## config.mk

```make
export PLATFORM = sky130hd
export DESIGN_NAME = unidad_control
export DESIGN_NICKNAME = d
export VERILOG_FILES = /design/src/rtl/unidad_control.sv
export SDC_FILE = /design/constraint.sdc
export NUM_CORES = 1
export LEC_CHECK = 0
export CORE_AREA = 2 2 39 41
export CTS_CLUSTER_DIAMETER = 100
export DETAILED_ROUTE_END_ITERATION = 10
export DIE_AREA = 0 0 41 43
export SYNTH_ARGS = -nofsm -noshare
export SYNTH_HDL_FRONTEND = slang
export SYNTH_SLANG_ARGS = --single-unit
export TNS_END_PERCENT = 20
```

## constraint.sdc

```tcl
create_clock -name clk -period 3.13 [get_ports clk]
set_clock_uncertainty 0.2 [all_clocks]
set_input_delay 0.7825 -clock clk [delete_from_list [all_inputs] [get_ports clk]]
set_output_delay 0.7825 -clock clk [all_outputs]
set_load 0.005 [all_outputs]
```

## src/rtl/unidad_control.sv

```systemverilog
// unidad_control: Booth-algorithm sequencer for a signed shift-add multiplier datapath
// (4-bit A, 3-bit Q, 4-bit M, Q-1 flip-flop, add/subtract unit).
//
// Sequence per multiplication: IDLE -> CARGA -> (EXAMINA -> DESPLAZA) x N -> FIN -> IDLE.
// Latency start->fin is 2N+2 cycles, throughput one product per 2N+3 cycles.
//
// Ports:
//   clk      in  system clock, rising edge
//   reset    in  synchronous active-high reset, returns to IDLE
//   start    in  multiplication request, only sampled in IDLE
//   q0       in  datapath Q[0] (registered in the datapath)
//   qsub1    in  datapath Q-1 bit (registered in the datapath)
//   CargaA   out load adder result into A (Mealy, EXAMINA only)
//   CargaQ   out load multiplier operand into Q
//   CargaM   out load multiplicand operand (sign-extended) into M
//   desplaza out arithmetic shift right of A:Q:Q-1, also Q-1 load enable
//   resta    out 1 selects A-M, 0 selects A+M (Mealy, EXAMINA only)
//   limpia   out one-cycle clear of A and Q-1, ORed into datapath reset
//   fin      out one-cycle completion pulse, result valid from this cycle on
//   busy     out high whenever the unit is not in IDLE
module unidad_control #(
  parameter int unsigned N = 3  // Booth iterations = multiplier width, 1..7
) (
  input  logic clk,
  input  logic reset,
  input  logic start,
  input  logic q0,
  input  logic qsub1,
  output logic CargaA,
  output logic CargaQ,
  output logic CargaM,
  output logic desplaza,
  output logic resta,
  output logic limpia,
  output logic fin,
  output logic busy
);

  localparam int unsigned CntW = $clog2(N + 1);
  localparam logic [CntW-1:0] NCnt = CntW'(N);
  localparam logic [CntW-1:0] CntOne = CntW'(1);

  typedef enum logic [2:0] {
    StIdle,
    StCarga,
    StExamina,
    StDesplaza,
    StFin
  } state_e;

  state_e          state_q, state_d;
  logic [CntW-1:0] cont_q, cont_d;

  always_ff @(posedge clk) begin
    if (reset) begin
      state_q <= StIdle;
      cont_q  <= '0;
    end else begin
      state_q <= state_d;
      cont_q  <= cont_d;
    end
  end

  always_comb begin
    state_d  = state_q;
    cont_d   = cont_q;
    CargaA   = 1'b0;
    CargaQ   = 1'b0;
    CargaM   = 1'b0;
    desplaza = 1'b0;
    resta    = 1'b0;
    limpia   = 1'b0;
    fin      = 1'b0;
    busy     = (state_q != StIdle);

    unique case (state_q)
      StIdle: begin
        if (start) state_d = StCarga;
      end
      StCarga: begin
        CargaQ  = 1'b1;
        CargaM  = 1'b1;
        limpia  = 1'b1;
        cont_d  = NCnt;
        state_d = StExamina;
      end
      StExamina: begin
        // 01 -> A+M, 10 -> A-M, 00/11 -> no load
        CargaA  = q0 ^ qsub1;
        resta   = q0 & ~qsub1;
        state_d = StDesplaza;
      end
      StDesplaza: begin
        desplaza = 1'b1;
        cont_d   = cont_q - CntOne;
        // Decision uses the pre-decrement count: last shift when one iteration is left
        state_d  = (cont_q == CntOne) ? StFin : StExamina;
      end
      StFin: begin
        fin     = 1'b1;
        state_d = StIdle;
      end
      default: begin
        state_d = StIdle;
      end
    endcase
  end

endmodule

```

# Word level (Yosys, flattened, before mapping)
# Index checks and enable logic that the tools add are counted.
[totals]
ff_bits = 5
latchBits = 0
ramBits = 0
mem_bits_ro = 0
inputBits = 5
out_inout_bits = 8
word_cells = 24
n_memories = 0
[op_classes]
addsub = 1
mul = 0
n_div = 0
order_cmp = 0
n_eq_ne = 6
n_shift = 0
n_mux = 9
bitwise_logic = 3
reduce_logical = 3
[op_table]
columns = ["operator", "n"]
rows = [
  ["3-bit case mux with 4 select lines", 1],
  ["3-bit by 2-bit == test with 1-bit output, second input constant", 2],
  ["3-bit 2-to-1 mux", 2],
  ["1-bit 2-to-1 mux", 5],
  ["2-bit case mux with 2 select lines", 1],
  ["3-bit by 1-bit == test with 1-bit output, second input constant", 1],
  ["3-bit == test, second input constant", 1],
  ["3-bit zero test", 1],
  ["3-bit nonzero test", 1],
  ["2-bit by 1-bit == test with 1-bit output, second input constant", 1],
  ["2-bit != test, second input constant", 1],
  ["2-bit nonzero test", 1],
  ["2-bit by 1-bit subtractor with 2-bit output, second input constant", 1],
  ["1-bit AND", 1],
  ["1-bit inverter", 1],
  ["1-bit bitwise XOR", 1],
]

# Logic depth before layout (Yosys ltp)
# Gate-level depths: netlist of run 1.
[depth]
depth_word = 3
mapped_depth = 4
mapped_depth_nobuf = 4

# Least setup slack after synthesis of run 1
# OpenSTA, ideal clock, no wires.
[synth_path]
path_type = "input -> output"
start = "input qsub1"
end = "output CargaA"
t_arrival_ns = 1.355
setup_slack_ns = 0.793
cell_stages = 3
path_buffers = 0
path_cell_list = "inv_1 > ha_1 > nor4b_1"
[synth_via]
elab_chain_len = 2
[synth_rtl]
columns = ["element", "line_no", "text"]
rows = [
  ["start: declaration", "28", "input logic qsub1,"],
  ["1-bit bitwise XOR", "89", "CargaA = q0 ^ qsub1;"],
  ["1-bit 2-to-1 mux", "76", "unique case (state_q)"],
  ["end: declaration", "29", "output logic CargaA,"],
]
# Every way passes these cells.

# Worst setup path after layout of run 1
# Ends and elaborated chain as after synthesis.

==> flow_summary.ini, run 1 <==
[run_status]
status = finished, final reports clean

[logic_synthesis]
synth-seq-area-share = 0.345
ys_ff_latch = 5
synth_nets = 36
synth_cell_types = 17
avgSynthCellArea_um2 = 10.0
yosys_warnings = 0
syn_inst = 29
syn_area_um2 = 290

[die]
die_w_um = 41
die_area_um2 = 1760
design.core.area_um2 = 1380
die_h_um = 43
initial_core_util = 0.210
ios = 13
rows = 14

[detailed_routing]
vias_per_cell = 4.49
initialDrtViolationCount = 5
via_count = 265
wl_um = 596
wl_per_cell_um = 10.1
drt-pass1-iter-count = 3
drc_errors = 0
ant_nets = 0

[layout]
num_antenna_cells = 0
drive_gt1_frac = 0.209
final_nets = 51
syn2layout_area_growth_pct = 52.6
fin_cells = 59
fin_util = 0.320

[power]
p_leak_uw = 0.000207
p_per_area_nw_per_um2 = 422
vdd_drop_max_mv = 0.138
p_total_uw = 187

[cts]
htreeDepth = 1
clock-sinks = 5
clkSlewWorstSetupHoldPaths_ns = 0.04
post_cts_buffers = 0
hold_buffers = 0
numCtsBuffers = 3
clock_latency_ns = 0.25
clockBufferDepth = 2
tritoncts = built
post_cts_resized = 1
root_buffer = clkbuf_4

[placement]
place_congestion = 0.692
dpl_worst_slack_ns = -0.196
io_buffers = 12
dp_cells = 55

[sta]
clock.fmax_ghz = 0.332
slew_viol_final = 0
rsz0062_at_grt = false
timing.final.ws_setup_ns = 0.122
fin_setup_tns_ns = 0
fin_crit_ns = 3.01
finalHoldViolCount = 0
fin_crit_sh = 0.961
worst_slew_pin_slew_ns = 0.294
max_slew_margin = 0.804
setup_viol_count_final = 0

[global_routing]
antenna_found_initial = 0
grt_max_degree = 11
grt_pass1_vias = 262
grt_usage = 0.0983
grt_first_pass_wirelength_um = 1110
gr-total-overflow = 0

[critical_path]
cp.arrival_ns = 2.03
crit_fanout = 1
end_kind = output pin
cp-start-kind = input port
r2r_slack_ns = 1.86
path_class = input port to output pin
crit_required_ns = 2.15

[run]
drv_cap = 0

[hold_path]
hp-class = flip-flop to flip-flop
metrics by stage:
| stage | hold WS (ns) | area (µm²) |
|---|---|---|
| after floorplan | 0.244 | 290 |
| after global placement | 0.265 | 415 |
| after detailed placement | 0.276 | 415 |
| after CTS | 0.284 | 440 |
| after global routing | 0.305 | 443 |
| final | 0.274 | 443 |
layer usage:
metal  vias up  share of wire  routed length (µm)  track usage
met3         2          0.067                  40       0.0471
met5         -              0                   0            0
met1       121           0.46                 273        0.135
li1        133              -                   -            -
met4         0          0.023                  14       0.0800
met2         9           0.45                 267        0.109
cell usage after synthesis (all sizes together):
library cell  instances  area [µm²]
nor4                  2        12.5
nor2                  3        11.3
and2                  1        7.51
nor4b                 1        8.76
inv                   3        11.3
ha                    2        25.0
and4bb                2        25.0
nand2b                1        6.26
buf                   2        15.0
and3                  1        6.26
and4b                 1        10.0
or3                   1        7.51
a211oi                2        25.0
and3b                 2        18.8
dfxtp                 5         100
registers in the layout, summed over array words and instances, names as in the netlist:
register,count
cont_q,2
state_q,3
report_power, final:
group | switching [µW] | leakage [µW] | internal [µW]
sequential | 6.28 | 0.0000412 | 68.6
clock | 28.8 | 0.0000150 | 48.3
combinational | 11.9 | 0.000151 | 23.2
total | 47.0 | 0.000207 | 140
cells in the final DEF, fill, tap and decap left out, drive strengths merged:
cell and n:
clkdlybuf4s50 10, dfxtp 5, clkbuf 4, inv 3, nor2 3, nor4 2, a211oi 2, ha 2
and3b 2, and4bb 2, or3 1, nand2b 1, and2 1, nor4b 1, and3 1, and4b 1
dlymetal6s2s 1, dlygate4sd2 1
kinds of logic after synthesis:
kind of cell    count (synthesis)  synth area share
compound gates                  2            0.0862
flops                           5             0.345
fa+ha+maj                       2            0.0862
simple gates                   15             0.392
buf+inv                         5            0.0905
final cells by class:
type	instances	area, µm²
timing repair buffer	12	121
tap	16	20.0
sequential	5	100
clock buffer	4	26.3
inverter	3	11.3
multi-input combinational	19	164
fill	156	941
path summary, 6_finish.rpt:
kind | startpoint | depth (start not counted) | to
max | qsub1 | 5 | CargaA
min | cont_q[1] | 2 | cont_q[1]
max reg2reg | cont_q[1] | 4 | cont_q[1]
min reg2reg | cont_q[1] | 2 | cont_q[1]
worst max-delay path: stages:
cell and delay, ns:
clkdlybuf4s50_1 0.46, inv_1 0.04, ha_1 0.26, nor4b_1 0.22
dlygate4sd2_1 0.27
Power figures use the tool's default switching activity.
==> run 2, diff against run 1 <==
clock period = 2.7 ns   (was 3.13 ns; I/O delays follow)
==> run 2 against run 1 <==
Net effect:
- non-clock buffer count did not move
- via count stayed put
- cell count unchanged
- sequential power grew 17%
- critical path type unchanged
- largest cell class unchanged
==> flow_summary.ini, run 2 (synthesized netlist as in run 1, its figures left out) <==
[hold_path]
hold_depth = 2
min_to = cont_q[1]
hp-class = flip-flop to flip-flop
min_from = cont_q[1]

[layout]
num_antenna_cells = 0
reg.largest.list = state_q x3, cont_q x2
fin_util = 0.335
final_nets = 51
num-fill-cells = 145
syn2layout_area_growth_pct = 59.9
drive_gt1_frac = 0.279
final_common_cell = clkdlybuf4s50_1
regMostFlops = state_q
final_cell_mix = 10 x clkdlybuf4s50_1, 5 x dfxtp_1, 3 x inv_1, 3 x nor2_1, 3 x clkbuf_4
largest_reg_flops = 3
design_area_um2 = 464
fin_cells = 59

[critical_path]
rr_startpoint = cont_q[1]
cp_slowest_stage_delay_ns = 0.52
cp.arrival_ns = 1.80
critPathSlowestCell = clkdlybuf4s50_1
cp_num_cells = 4
cp-start-kind = input port
crit_required_ns = 1.82
timing.critical_path.max_delay_family = buffers and inverters
r2r_cells = 4
crit_fanout = 1
worst-path-buf-inv = 2
r2r-end = cont_q[1]
r2r_slack_ns = 1.44
worstPathCellList = clkdlybuf4s50_1 > ha_4 > nor4b_4 > buf_2
end_kind = output pin
path_class = input port to output pin

[cts]
clkSlewWorstSetupHoldPaths_ns = 0.04
hold_buffers = 0
clock_latency_ns = 0.24
root_buffer = clkbuf_4
tritoncts = built
numCtsBuffers = 3
clock-sinks = 5
clockBufferDepth = 2
htreeDepth = 1

[placement]
io_buffers = 12
dp_cells = 55
placed_cell_area_um2 = 415
place_congestion = 0.666

[sta]
worst_slew_pin_slew_ns = 0.335
fin_crit_ns = 2.67
slew_viol_final = 0
clock.fmax_ghz = 0.374
max_slew_margin = 0.776
finalHoldViolCount = 0
fin_setup_tns_ns = 0
setup_viol_count_final = 0
fin_crit_sh = 0.990

[power]
p_clk_frac = 0.392
p_per_area_nw_per_um2 = 475
p_total_uw = 221
sw_frac_of_total = 0.248
p_seq_frac = 0.396
p_comb_frac = 0.212
internal_power_uw = 166
p_leak_uw = 0.000191
power_switching_uw = 54.7
vdd_drop_max_mv = 0.201

[die]
rows = 14
die_w_um = 41
design.core.area_um2 = 1380
ios = 13
initial_core_util = 0.210
die_h_um = 43
die_area_um2 = 1760

[detailed_routing]
via_count = 265
wl_per_cell_um = 11.3
ant_nets = 0
vias_per_cell = 4.49
drt-pass1-iter-count = 3
initialDrtViolationCount = 3
wl_um = 667
drc_errors = 0

[run_status]
status = finished, final reports clean

[run]
drv_cap = 0

[global_routing]
grt_first_pass_wirelength_um = 986
gr-total-overflow = 0
grt_pass1_vias = 224
grt_usage = 0.0865
antenna_found_initial = 0
grt_max_degree = 11
run 2: layout make-up:
cell class	count	area, µm²	area share
multi-input combinational	19	191	0.412
timing repair buffer	12	115	0.248
sequential	5	100	0.216
clock buffer	4	26.3	0.0566
tap	16	20.0	0.0431
inverter	3	11.3	0.0243
run 2: per-layer routing:
layer	vias to the layer above	wire length, µm	part of all wire	global-route usage
li1	133	-	-	-
met5	-	0	0	0
met4	0	0	0	0.0200
met1	123	262	0.39	0.113
met2	9	353	0.53	0.103
met3	0	50	0.075	0.0785
run 2: power by group through the flow:
| stage | combinational (µW) | clock [µW] | sequential, µW |
|---|---|---|---|
| 5_1_grt | 51.2 | 95.3 | 88.5 |
| 6_report | 46.7 | 86.4 | 87.5 |
| 3_3_place_gp | 41.5 | 0 | 88.0 |
| 2_1_floorplan | 21.7 | 0 | 85.6 |
| 3_5_place_dp | 42.1 | 0 | 87.9 |
| 4_1_cts | 41.7 | 90.4 | 86.9 |
run 2: timing repair:
| item | in CTS | in global routing |
|---|---|---|
| gates resized for setup | 6 | 3 |
| hold endpoints to repair | 0 | 0 |
| pin swaps | 0 | 1 |
| setup buffers | 0 | 0 |
| setup endpoints to repair | 2 | 2 |
run 2: worst min-delay path, cell delays in order (launching register included):
cell and delay [ns]:
dfxtp_1 0.29, inv_1 0.07, a211oi_2 0.06
run 2: worst max-delay path by stage:
| stage | slack [ns] | from | end |
|---|---|---|---|
| 2_1_floorplan | 0.58 | qsub1 | CargaA |
| 3_3_place_gp | -0.38 | qsub1 | CargaA |
| 3_5_place_dp | -0.37 | qsub1 | CargaA |
| 4_1_cts | 0.02 | qsub1 | resta |
| 5_1_grt | -0.03 | qsub1 | CargaA |
| 6_report | 0.03 | q0 | CargaA |
run 2: stage by stage:
| stage | setup slack, ns | hold slack (ns) |
|---|---|---|
| after detailed placement | -0.372 | 0.266 |
| after global placement | -0.381 | 0.265 |
| after global routing | -0.0256 | 0.297 |
| final | 0.0260 | 0.267 |
| after CTS | 0.0225 | 0.273 |
| after floorplan | 0.578 | 0.244 |
==> RTL change (config.mk and constraints of run 2) <==
`N`: 3 -> 6.
--- a/src/rtl/unidad_control.sv
+++ b/src/rtl/unidad_control.sv
@@ -20,5 +20,5 @@
 //   busy     out high whenever the unit is not in IDLE
 module unidad_control #(
-  parameter int unsigned N = 3  // Booth iterations = multiplier width, 1..7
+  parameter int unsigned N = 6  // Booth iterations = multiplier width, 1..7
 ) (
   input  logic clk,
Check against the original RTL: not equivalent (Yosys sat finds a counterexample within 10 cycles, from zero or initial values and one cycle with reset high).
==> RTL change against run 2 <==
Register-to-register slack worse by 0.10 ns. Wire length grew 4.6%. Total power is 6.2% higher. Combinational power increased by 3%. Via count rose by 22%. Highest routed layer is now met4. First-iteration DRC count shrank 67%. Area after synthesis grew 26%. Design area increased by 11%. Count of clock-buffer cells in the layout fell by 1. Sequential cell count grew 1. Setup slack better by 0.13 ns. Non-clock buffer count is the same.
==> RTL change: results (changes against run 2) <==
[run_status]
outcome = finished clean

[power]
pwr-share-seq_pct = 44.6  ; +5.0 points
p_sw_share_pct = 25.0  ; +0.22 points
combinational_cell_power_uw = 48.3  ; +3%
total_leakage_power_uw = 0.000210  ; +9.9%
p_total_uw = 234  ; +6.2%

[worst_hold_path]
min_to = cont_q[0]$_SDFFE_PP0P_
worst_hold_startpoint = cont_q[0]$_SDFFE_PP0P_

[critical_path]
critical_path_class = reg -> out
worst-endpoint-arrival_ns = 1.67  ; -0.13 ns
reg2regPathDepth = 3  ; -1
slowest_delay_ns = 0.50  ; -0.02 ns
reg2reg_from = state_q[0]$_SDFFE_PP0P_
crit_end = desplaza
crit-reg2reg-capture = state_q[2]$_SDFFE_PP0P_

[synth]
mappedNetlistNets = 46  ; +28%
postSynthAreaPerCell_um2 = 9.61  ; -3.9%
yosys.area_share.adder_pct = 10.3  ; +1.7 points
share_of_the_synthesized_area_in_compound_gates_ao_oa_aoi_oai_pct = 9.93  ; +1.3 points
netlist_top_cells_area = dfxtp_1 (33%), ha_1 (10%), nand4b_1 (4.8%), buf_4 (4.1%), nor3b_1 (4.1%)
synth_sequential_area_ratio_pct = 32.9  ; -1.6 points

[global_routing]
grt_max_degree = 13  ; +2
first_global_vias = 298  ; +33%

[final_layout]
reg_top3 = cont_q x3, state_q x3
fill_cells = 154  ; +6.2%

[placed_design]
gp_routability_congestion = 0.764  ; +15%
standard_cell_area_after_detailed_placement_um2 = 474  ; +14%

[timing]
hold-worst-slack_ns = 0.284  ; +0.0175 ns

[detailed_routing]
via_total_after_detailed_routing = 324  ; +22%
drt-vias-per-instance = 4.98  ; +11%
wire_per_inst_um = 10.7  ; -5.0%

RTL change: final cells by class:
class | count | area (um2) | share of cell area (%)
clock buffer | 3 | 22.5 | 4.38
sequential | 6 | 120 | 23.4
multi-input combinational | 25 | 221 | 43.1
inverter | 3 | 11.3 | 2.19
tap | 16 | 20.0 | 3.89
timing repair buffer | 12 | 119 | 23.1
RTL change: cell families (layout without fill, tap and decap cells):
group | count (synthesis) | after routing
flops | 6 | 6
simple gates | 17 | 17
compound gates | 5 | 5
buf+inv | 7 | 18
fa+ha+maj | 3 | 3
RTL change: layer usage:
metal	GRT usage (%)	share of wire (%)	vias up
li1	-	-	157
met1	11.0	44	149
met2	14.1	41	14
met3	1.57	12	4
met4	12.0	3.9	0
met5	0	0	-
RTL change: what timing repair did:
action / 4_1_cts / 5_1_grt
hold buffers: 0 / 0
endpoints found under the hold margin: 0 / 0
pin swaps: 0 / 1
gates resized for setup: 4 / 5
gates cloned: 0 / 0
endpoints found under the setup margin: 2 / 2
